<file path="config.mk">
export PLATFORM = sky130hd
export DESIGN_NAME = and_gate_sequencer
export DESIGN_NICKNAME = d
export VERILOG_FILES = /design/src/rtl/and_gate_sequencer.sv
export SDC_FILE = /design/constraint.sdc
export NUM_CORES = 1
export LEC_CHECK = 0
export CORE_ASPECT_RATIO = 0.7
export CORE_MARGIN = 10
export CORE_UTILIZATION = 50
export DETAILED_ROUTE_END_ITERATION = 8
export PLACE_DENSITY_LB_ADDON = 0.12
export SETUP_SLACK_MARGIN = 0.5
export SKIP_CTS_REPAIR_TIMING = 1
export SLEW_MARGIN = 20
export SYNTH_ARGS = -nofsm -noshare
export SYNTH_HDL_FRONTEND = slang
export SYNTH_SLANG_ARGS = --single-unit
</file>
<file path="constraint.sdc">
create_clock -name clk -period 2.03 [get_ports clk]
set_input_delay 0.609 -clock clk [delete_from_list [all_inputs] [get_ports clk]]
set_output_delay 0.609 -clock clk [all_outputs]
set_load 0.05 [all_outputs]
</file>
<file path="src/rtl/and_gate_sequencer.sv">
// Purpose: sequences the 4-vector Gray set (00,01,11,10) through a shared 2-input AND
//          resource ROUNDS times, counting mismatches and reporting pass/done.
// Timing: vector v is checked at edge (v+1)*(SETTLE+1); done pulses one cycle after the last check.
// Backpressure: none; start is sampled only in IDLE and ignored while busy or in DONE.
// Optional build macro AND_SEQ_STOP_ON_FAIL_EN: the first mismatch ends the run immediately.
module and_gate_sequencer #(
    parameter int ROUNDS = 3,
    parameter int SETTLE = 1,
    parameter int CNT_W  = 8
) (
    input  logic             clk,
    input  logic             reset,
    input  logic             start,
    input  logic             dut_c,
    output logic             a,
    output logic             b,
    output logic             busy,
    output logic             done,
    output logic             pass,
    output logic [CNT_W-1:0] mismatch_cnt,
    output logic [1:0]       vec_idx
);

    localparam int RND_W  = (ROUNDS > 1) ? $clog2(ROUNDS) : 1;
    localparam int WAIT_W = (SETTLE > 1) ? $clog2(SETTLE) : 1;
    localparam int LAST_W = (SETTLE > 0) ? SETTLE - 1 : 0;

    localparam logic [RND_W-1:0]  LAST_RND  = RND_W'(ROUNDS - 1);
    localparam logic [WAIT_W-1:0] LAST_WAIT = WAIT_W'(LAST_W);

    typedef enum logic [1:0] {
        IDLE  = 2'd0,
        WAIT  = 2'd1,
        CHECK = 2'd2,
        DONE  = 2'd3
    } state_t;

    // With no settle time a freshly driven vector is checked on the very next edge.
    localparam state_t ARM_ST = (SETTLE == 0) ? CHECK : WAIT;

    state_t            state_q, state_d;
    logic              a_q, a_d;
    logic              b_q, b_d;
    logic [1:0]        idx_q, idx_d;
    logic [RND_W-1:0]  rnd_q, rnd_d;
    logic [WAIT_W-1:0] wait_q, wait_d;
    logic [CNT_W-1:0]  cnt_q, cnt_d;
    logic              pass_q, pass_d;

    logic              mismatch;
    logic              last_vec;
    logic              stop_now;
    logic [1:0]        next_idx;
    logic [CNT_W-1:0]  cnt_chk;

    // Gray order: idx0=00, idx1=01, idx2=11, idx3=10.
    function automatic logic vec_a(input logic [1:0] i);
        return i[1];
    endfunction

    function automatic logic vec_b(input logic [1:0] i);
        return i[1] ^ i[0];
    endfunction

    // Next-state and datapath decode; the mismatch is folded into the count before pass is judged.
    always_comb begin
        state_d  = state_q;
        a_d      = a_q;
        b_d      = b_q;
        idx_d    = idx_q;
        rnd_d    = rnd_q;
        wait_d   = wait_q;
        cnt_d    = cnt_q;
        pass_d   = pass_q;

        mismatch = (dut_c != (a_q & b_q));
        last_vec = (idx_q == 2'd3) && (rnd_q == LAST_RND);
        next_idx = idx_q + 2'd1;
        cnt_chk  = cnt_q;
        if (mismatch && (cnt_q != {CNT_W{1'b1}})) begin
            cnt_chk = cnt_q + 1'b1;
        end
`ifdef AND_SEQ_STOP_ON_FAIL_EN
        stop_now = last_vec | mismatch;
`else
        stop_now = last_vec;
`endif

        case (state_q)
            IDLE: begin
                if (start) begin
                    idx_d   = 2'd0;
                    a_d     = vec_a(2'd0);
                    b_d     = vec_b(2'd0);
                    rnd_d   = '0;
                    wait_d  = '0;
                    cnt_d   = '0;
                    pass_d  = 1'b0;
                    state_d = ARM_ST;
                end
            end
            WAIT: begin
                if (wait_q == LAST_WAIT) begin
                    state_d = CHECK;
                end else begin
                    wait_d = wait_q + 1'b1;
                end
            end
            CHECK: begin
                cnt_d = cnt_chk;
                if (stop_now) begin
                    state_d = DONE;
                    a_d     = 1'b0;
                    b_d     = 1'b0;
                    idx_d   = 2'd0;
                    pass_d  = (cnt_chk == '0);
                end else begin
                    idx_d   = next_idx;
                    a_d     = vec_a(next_idx);
                    b_d     = vec_b(next_idx);
                    wait_d  = '0;
                    state_d = ARM_ST;
                    if (idx_q == 2'd3) begin
                        rnd_d = rnd_q + 1'b1;
                    end
                end
            end
            DONE: begin
                state_d = IDLE;
            end
            default: begin
                state_d = IDLE;
            end
        endcase
    end

    // State and datapath registers; reset wins over everything including start.
    always_ff @(posedge clk) begin
        if (reset) begin
            state_q <= IDLE;
            a_q     <= 1'b0;
            b_q     <= 1'b0;
            idx_q   <= 2'd0;
            rnd_q   <= '0;
            wait_q  <= '0;
            cnt_q   <= '0;
            pass_q  <= 1'b0;
        end else begin
            state_q <= state_d;
            a_q     <= a_d;
            b_q     <= b_d;
            idx_q   <= idx_d;
            rnd_q   <= rnd_d;
            wait_q  <= wait_d;
            cnt_q   <= cnt_d;
            pass_q  <= pass_d;
        end
    end

    assign a            = a_q;
    assign b            = b_q;
    assign vec_idx      = idx_q;
    assign mismatch_cnt = cnt_q;
    assign pass         = pass_q;
    assign busy         = (state_q == WAIT) || (state_q == CHECK);
    assign done         = (state_q == DONE);

endmodule

</file>
==> impl_metrics.env <==
export IMPL_crit_buf_inv=0
export IMPL_grt_use_total_pct=13.9
export IMPL_ant_nets=0
export IMPL_syn_avg_cell_area_sq_um=8.36
export IMPL_cp_end_kind="flop"
export IMPL_initial_utilization_pct=54.4
export IMPL_rsz0062_at_grt="true"
export IMPL_drt_wl_total_um=3750
export IMPL_hold_path_depth=2
export IMPL_place_congestion=0.976
export IMPL_clk_pin_slew_ns=0.11
export IMPL_finalHoldViolCount=0
export IMPL_crit_family="simple AND/OR/NAND/NOR gates"
export IMPL_status="completed"
export IMPL_final_common_cell="buf_4"
export IMPL_die_x_um=74.9
export IMPL_synth_cell_area_sq_um=1050
export IMPL_final_cell_mix="buf_4, buf_6, nor2_1"
export IMPL_path_class="reg2reg"
export IMPL_worst_path_stages=5
export IMPL_yosysSeqAreaShare_pct=30.4
export IMPL_worstMarginPinSlew_ns=0.465
export IMPL_async_flop_share_pct=0
export IMPL_cts_sinks=16
export IMPL_worst_setup_path_start_kind="flop"
export IMPL_worstSkewPairLatency_ns=0.30
export IMPL_tritoncts="yes"
export IMPL_r2r_end="pass"
export IMPL_slew_headroom_pct=68.7
export IMPL_p_leak_nw=0.647
export IMPL_post_route_drc_count=0
export IMPL_post_route_util_pct=85.8
export IMPL_grt_pass1_vias=1049
export IMPL_grt_max_degree=14
export IMPL_final_area_sq_um=1660
export IMPL_drt_initial_drc_count=145
export IMPL_worst_hold_path_endpoint="rnd_q[1]"
export IMPL_syn_num_nets=136
export IMPL_fin_crit_ns=1.78
export IMPL_synthCells=126
export IMPL_io_buffers=18
export IMPL_dp_hpwl_um=2100
export IMPL_hold_ws_ns=0.506
export IMPL_synth_cell_types=50
export IMPL_wl_per_cell_um=20.1
export IMPL_routed_via_count=1211
export IMPL_synth_edf_count=0
export IMPL_fin_crit_sh_pct=87.8
export IMPL_path_max_fanout=5
export IMPL_max_freq_mhz=561
export IMPL_finalNetCount=175
export IMPL_grt_first_pass_wirelength_um=4880
export IMPL_synth_main_ff_cell="dfxtp_1"
export IMPL_htree_levels=1
export IMPL_fp_row_count=13
export IMPL_final_setup_viol_count=0
export IMPL_grt_ovfl_total=0
export IMPL_io_pins=19
export IMPL_clock_skew_ns=0.00374
export IMPL_reg2reg_from="a"
export IMPL_worstPathArrival_ns=2.01
export IMPL_required_ns=2.26
export IMPL_die_h_um=58.4
export IMPL_ys_ff_latch=16
export IMPL_cap_violations=0
export IMPL_cts_root_buf="clkbuf_4"
export IMPL_ir_worst_vdd_mv=0.549
export IMPL_max_stage_delay_ns=0.39
export IMPL_numCtsBuffers=3
export IMPL_antenna_found_initial=0
export IMPL_drive_above_1_share_pct=53.0
export IMPL_antenna_cells=0
export IMPL_r2r_setup_slack_ns=0.25
export IMPL_hp_class="reg2reg"
export IMPL_r2r_cells=5
export IMPL_powerDensity_nw_per_um2=511
export IMPL_areaGrowthSynthToFinish_pct=57.6
export IMPL_postPlaceCellArea_sq_um=1330
export IMPL_holdCritStartpoint="rnd_q[1]"
export IMPL_core_sq_um=1940
export IMPL_dieArea_sq_um=4370
export IMPL_yosysWarnings=0
export IMPL_drtPass1Iterations=5
export IMPL_timing_final_max_slew_violations=0
export IMPL_crit_chain="and3b_2 -> or2_1 -> nor4_1 -> o21ai_1 -> o31ai_2"
export IMPL_slowest_stage="dfxtp_4"
export IMPL_via_per_inst=6.51
export IMPL_clk_path_buf_depth=2
registers in the layout, indices dropped and copies added, names as in the netlist:
name,count
a,1
vec_idx,1
pass,1
state_q,2
rnd_q,2
b,1
mismatch_cnt,8
routing by layer:
| layer | global-route usage [%] | routed length [um] | share of wire, % |
|---|---|---|---|
| met1 | 16.8 | 1500 | 40 |
| met2 | 22.1 | 1690 | 45 |
| met3 | 5.70 | 411 | 11 |
| met4 | 4.03 | 140 | 3.7 |
| met5 | 0 | 0 | 0 |
synthesized netlist by cell type (2+ instances only):
cell type	count	area share, %
dfxtp_1	16	30
nor2_1	13	4.6
a21oi_1	12	5.7
nand2_1	7	2.5
ha_1	6	7.1
nor3_1	5	2.4
clkbuf_1	4	1.4
inv_1	4	1.4
mux2i_1	4	3.8
a22oi_1	3	2.1
nand3_1	3	1.4
nor4_1	3	1.8
o21ai_1	3	1.4
a31oi_1	2	1.2
nand2b_1	2	1.2
o2111ai_1	2	1.7
o21ai_0	2	0.95
o21bai_1	2	1.4
xnor2_1	2	1.7
worst max-delay path by stage:
stage,from,end
2_1_floorplan,dut_c,pass
5_1_grt,a,pass
3_5_place_dp,dut_c,pass
3_3_place_gp,dut_c,pass
6_report,a,pass
4_1_cts,dut_c,pass
worst min-delay path, stage by stage, from the launching register on:
cell,delay (ns)
dfxtp_1,0.35
a21oi_1,0.06
nor2_1,0.07
report_power, final:
part / internal, mW / total [mW] / leakage [nW] / switching (mW)
sequential: 0.321 / 0.337 / 0.137 / 0.0165
clock: 0.0718 / 0.189 / 0.0154 / 0.118
combinational: 0.151 / 0.322 / 0.494 / 0.170
stage by stage:
step                      setup slack [ns]  TNS, ns  std cells  total power, mW
after detailed placement            -0.401    -1.59        167            0.588
final                                0.248        0        186            0.849
after global routing                 0.117        0        186            0.880
after floorplan                      0.338        0        126            0.506
after global placement              -0.190   -0.950        167            0.581
after CTS                           -0.111   -0.111        171            0.771
layout make-up:
| type | count | area (sq um) |
|---|---|---|
| Clock inverter | 1 | 3.75 |
| Multi-Input combinational cell | 98 | 817 |
| Fill cell | 103 | 275 |
| Timing Repair Buffer | 42 | 420 |
| Inverter | 4 | 17.5 |
| Clock buffer | 3 | 22.5 |
| Tap cell | 22 | 27.5 |
| Sequential cell | 16 | 352 |
logic make-up after synthesis:
logic type | count (synthesis) | share of synthesized area [%]
AOI/OAI and AO/OA | 40 | 28.0
muxes | 4 | 3.80
buffers and inverters | 12 | 5.58
and+or+nand+nor | 45 | 22.6
adders and majority gates | 6 | 7.13
xor gates and xnor gates | 3 | 2.49
DFF | 16 | 30.4
(Power assumes the default switching activity.)
